$ cat config.mk
export PLATFORM = sky130hd
export DESIGN_NAME = perm_cu_mr
export DESIGN_NICKNAME = d
export VERILOG_FILES = /design/src/rtl/perm_cu_mr.sv
export SDC_FILE = /design/constraint.sdc
export NUM_CORES = 1
export LEC_CHECK = 0
export CAP_MARGIN = 5
export CORE_MARGIN = 1.5
export CORE_UTILIZATION = 25
export CTS_CLUSTER_DIAMETER = 150
export DETAILED_ROUTE_END_ITERATION = 6
export PLACE_DENSITY = 0.47
export SETUP_SLACK_MARGIN = 0.4
export SLEW_MARGIN = 10
export SYNTH_ARGS = -nofsm -noshare
export SYNTH_HDL_FRONTEND = slang
export SYNTH_SLANG_ARGS = --single-unit
$ cat constraint.sdc
create_clock -name clk -period 2.2 [get_ports clk]
set_clock_uncertainty 0.05 [all_clocks]
set_input_delay 0.22 -clock clk [delete_from_list [all_inputs] [get_ports clk]]
set_output_delay 0.22 -clock clk [all_outputs]
set_load 0.02 [all_outputs]
$ cat src/rtl/perm_cu_mr.sv
// rtl/perm_cu_mr.sv - multi-round permutation control unit (read/load/write per lane, rounds, finish)
// Optional abort input enabled by defining PERM_CU_ABORT_EN.
module perm_cu_mr #(
  parameter int LANES  = 25,
  parameter int ROUNDS = 24,
  parameter int LW     = $clog2(LANES),
  parameter int RW     = (ROUNDS > 1) ? $clog2(ROUNDS) : 1
) (
  input  logic          clk,
  input  logic          rst_n,
  input  logic          start,
  input  logic          wr_stall,
  output logic          reset_reg,
  output logic          read_input,
  output logic          load_reg,
  output logic          write_output,
  output logic          round_done,
  output logic          busy,
  output logic          ready,
  output logic [LW-1:0] lane_idx,
  output logic [RW-1:0] round_idx
`ifdef PERM_CU_ABORT_EN
  ,
  input  logic          abort
`endif
);

  localparam logic [LW-1:0] LANE_LAST  = LW'(LANES - 1);
  localparam logic [RW-1:0] ROUND_LAST = RW'(ROUNDS - 1);

  typedef enum logic [2:0] {
    S_IDLE   = 3'd0,
    S_INIT   = 3'd1,
    S_READ   = 3'd2,
    S_LOAD   = 3'd3,
    S_WRITE  = 3'd4,
    S_ROUND  = 3'd5,
    S_FINISH = 3'd6
  } state_t;

  state_t state, state_next;
  logic   abort_hit;

`ifdef PERM_CU_ABORT_EN
  assign abort_hit = abort && (state != S_IDLE);
`else
  assign abort_hit = 1'b0;
`endif

  always_ff @(posedge clk or negedge rst_n) begin
    if (!rst_n) begin
      state <= S_IDLE;
    end else begin
      state <= state_next;
    end
  end

  always_comb begin
    state_next = state;
    case (state)
      S_IDLE:   if (start) state_next = S_INIT;
      S_INIT:   if (!start) state_next = S_READ;
      S_READ:   state_next = S_LOAD;
      S_LOAD:   state_next = S_WRITE;
      S_WRITE: begin
        if (!wr_stall) begin
          if (lane_idx < LANE_LAST)        state_next = S_READ;
          else if (round_idx < ROUND_LAST) state_next = S_ROUND;
          else                             state_next = S_FINISH;
        end
      end
      S_ROUND:  state_next = S_READ;
      S_FINISH: if (start) state_next = S_INIT;
      default:  state_next = S_IDLE;
    endcase
    if (abort_hit) state_next = S_IDLE;
  end

  // Counters are already zero on the first INIT cycle; the final lane is not wrapped on exit to FINISH.
  always_ff @(posedge clk or negedge rst_n) begin
    if (!rst_n) begin
      lane_idx  <= '0;
      round_idx <= '0;
    end else if (abort_hit || state_next == S_INIT || state == S_INIT) begin
      lane_idx  <= '0;
      round_idx <= '0;
    end else if (state == S_WRITE && !wr_stall && state_next != S_FINISH) begin
      lane_idx <= (lane_idx == LANE_LAST) ? '0 : lane_idx + LW'(1);
      if (state_next == S_ROUND) round_idx <= round_idx + RW'(1);
    end
  end

  always_comb begin
    reset_reg    = 1'b0;
    read_input   = 1'b0;
    load_reg     = 1'b0;
    write_output = 1'b0;
    round_done   = 1'b0;
    busy         = 1'b0;
    ready        = 1'b0;
    case (state)
      S_INIT:   reset_reg = 1'b1;
      S_READ:   begin read_input   = 1'b1; busy = 1'b1; end
      S_LOAD:   begin load_reg     = 1'b1; busy = 1'b1; end
      S_WRITE:  begin write_output = 1'b1; busy = 1'b1; end
      S_ROUND:  begin round_done   = 1'b1; busy = 1'b1; end
      S_FINISH: ready = 1'b1;
      default:  ;
    endcase
  end

endmodule

==> results of run 1 <==
## layout by cell type (no fill, tap or decap), types with 4 or more instances in the layout
cell type | Yosys | layout
inv_1 | 9 | 9
nand2_1 | 5 | 5
dfrtp_1 | 13 | 8
o21ai_0 | 5 | 4
a21oi_1 | 8 | 5
dfrtp_2 | 0 | 5
clkdlybuf4s50_1 | 0 | 13
nand3_1 | 5 | 5
buf_4 | 0 | 13
## per-layer routing
layer  part of all wire  track usage  up-vias
li1                   -            -      436
met1               0.49        0.168      419
met2               0.47        0.185       13
met3              0.033       0.0216        2
met4             0.0061       0.0250        0
met5                  0            0        -
## critical path: stages (launching register included)
cell     delay, ns
dfrtp_2       0.42
and3_4        0.20
o221a_4       0.25
o211a_4       0.26
or4_1         0.51
a21oi_1       0.13
## how the worst max path moves through the flow
| stage | from | to | slack [ns] | depth (start not counted) |
|---|---|---|---|---|
| 5_1_grt | lane_idx[3]$_DFFE_PN0P_ | lane_idx[2]$_DFFE_PN0P_ | 0.28 | 5 |
| 3_3_place_gp | start | lane_idx[3]$_DFFE_PN0P_ | 0.09 | 6 |
| 4_1_cts | state[1]$_DFF_PN0_ | lane_idx[2]$_DFFE_PN0P_ | 0.25 | 6 |
| 3_5_place_dp | start | lane_idx[4]$_DFFE_PN0P_ | 0.05 | 6 |
| 6_report | round_idx[0]$_DFFE_PN0P_ | lane_idx[2]$_DFFE_PN0P_ | 0.32 | 5 |
| 2_1_floorplan | round_idx[3]$_DFFE_PN0P_ | lane_idx[0]$_DFFE_PN0P_ | 0.33 | 5 |
## power by group through the flow
stage	sequential [W]	clock [W]	combinational, W
after floorplan	0.000325	0	0.000391
after global placement	0.000321	0	0.000638
after detailed placement	0.000322	0	0.000638
after CTS	0.000316	0.000148	0.000675
after global routing	0.000321	0.000161	0.000871
final	0.000315	0.000145	0.000807
## state kept, by name, indices dropped and copies added (netlist names)
signal and cells:
lane_idx 5, round_idx 5, state 3
## cells by family (layout without fill, tap and decap cells)
| logic type | Yosys count | after routing | share of synthesized area |
|---|---|---|---|
| muxes | 3 | 3 | 0.0353 |
| DFF | 13 | 13 | 0.367 |
| AOI/OAI and AO/OA | 28 | 28 | 0.241 |
| buffers and inverters | 11 | 48 | 0.0494 |
| adders and majority gates | 3 | 3 | 0.0423 |
| xor gates and xnor gates | 1 | 1 | 0.00987 |
| and+or+nand+nor | 39 | 39 | 0.255 |
## metrics by stage
| step | area, um^2 | util | std cells | setup WS, ns |
|---|---|---|---|---|
| 3_5_place_dp | 1180 | 0.352 | 167 | 0.0487 |
| 5_1_grt | 1370 | 0.407 | 181 | 0.277 |
| 6_report | 1370 | 0.407 | 181 | 0.320 |
| 2_1_floorplan | 897 | - | 98 | 0.326 |
| 3_3_place_gp | 1180 | 0.352 | 167 | 0.0937 |
| 4_1_cts | 1260 | 0.374 | 173 | 0.253 |
## cell type report
cell class | instances | area, um^2
inverter | 9 | 33.8
multi-input combinational | 74 | 623
clock buffer | 3 | 22.5
sequential | 13 | 332
fill | 357 | 1990
tap | 46 | 57.6
timing repair buffer | 35 | 297
clock inverter | 1 | 5.00
## timing repair
| action | CTS | global route |
|---|---|---|
| setup endpoints to repair | 17 | 14 |
| hold buffers | 0 | 0 |
| buffers inserted | 2 | 8 |
| pin swaps | 1 | 12 |
| gates resized for setup | 20 | 23 |
==> flow_summary.toml, run 1 <==
[sta]
fin_crit_sh = 0.854
fin_crit_ns = 1.88
setup_viol_count_final = 0
hold-worst-slack_ns = 0.254
final-hold-violation-count = 0
timing.fmax_mhz = 532
rsz0062_at_grt = "true"
slew_headroom = 0.620
drv_slew = 0
tightest_slew_ns = 0.568
tns_ns = 0

[yosys]
synth_commonest_cells = "dfrtp_1, inv_1, a21oi_1"
yosysTopAreaCellShare = 0.367
synthFlopType = "dfrtp_1"
synth_area_leaders = "dfrtp_1, a21oi_1, ha_1"
ys_warn_count = 0
synthCells = 98
synth.ff_latch_count = 13
yosysTopAreaCell = "dfrtp_1"
async_flop_share = 1.00
synth_nets = 105
ys_types = 38
synth.avg_cell_area_um2 = 9.05
yosysMostFrequentCell = "dfrtp_1"
synth_area_um2 = 887
ys_seq_area_frac = 0.367
synth-edff-count = 0

[setup_path]
worstSetupPathType = "reg -> reg"
r2r_slack_ns = 0.32
r2r_cells = 5
r2r_end = "lane_idx[2]$_DFFE_PN0P_"
crit_arrival_ns = 2.04
r2r-start = "round_idx[0]$_DFFE_PN0P_"
cp_max_fo = 8
cp-start-kind = "register"
required_ns = 2.36
end_kind = "register"

[floorplanning]
ios = 21
rows = 21
core_um2 = 3360
start_util = 0.264
die_area_um2 = 3920
die_h_um = 62.6
die_w_um = 62.6

[place]
place_congestion = 0.707
portBuffers = 20
dp_hpwl_um = 1670

[clocking]
cts_buffer_depth = 2
cts_tree = "built"
htreeDepth = 1
clock-sinks = 13
numCtsBuffers = 3
worst_skew_pair.late_latency_ns = 0.27
clk_pin_slew_worst_paths_ns = 0.08
clock-root-buffer = "clkbuf_4"

[grt]
grt_usage = 0.118
gr-total-overflow = 0
grt_pass1_vias = 811
grt_antenna_before_repair = 0
grt_max_degree = 14
grt_pass1_wl_um = 3800

[power]
sw_frac_of_total = 0.445
p_switching_w = 0.000563
p_seq_frac = 0.249
power_w = 0.00127
clock_power_share = 0.114
powerDensity_nw_per_um2 = 925
vdd_drop_max_v = 0.000447
combPwrFrac = 0.637
internal_power_w = 0.000704
p_leak_nw = 0.582

[run]
max-cap-violations = 0

[finish]
area_growth_pct = 54.4
nets = 143
n_antenna_cell = 0
layout-drive-gt1-share = 0.400

[run_status]
status = "finished, final reports clean"

[detailed_routing]
via_per_inst = 4.81
dr.pass1.iters = 2
drt-initial-drc-count = 10
drt-total-wl_um = 2290
drc_errors = 0
detailroute.via_count = 870
antenna_left = 0
wire_per_inst_um = 12.6

[worst_hold_path]
hold_path_class = "in -> async"
Note: power is estimated with default switching activity, not from simulation.
==> run 2, diff against run 1 <==
--- a/config.mk
+++ b/config.mk
@@ -10,6 +10,7 @@
 export CORE_UTILIZATION = 25
 export CTS_CLUSTER_DIAMETER = 150
 export DETAILED_ROUTE_END_ITERATION = 6
+export HOLD_SLACK_MARGIN = 0.08
 export PLACE_DENSITY = 0.47
 export SETUP_SLACK_MARGIN = 0.4
 export SLEW_MARGIN = 10
==> results of run 2 <==
Final layout, timing and power as in run 1 (identical DEF).
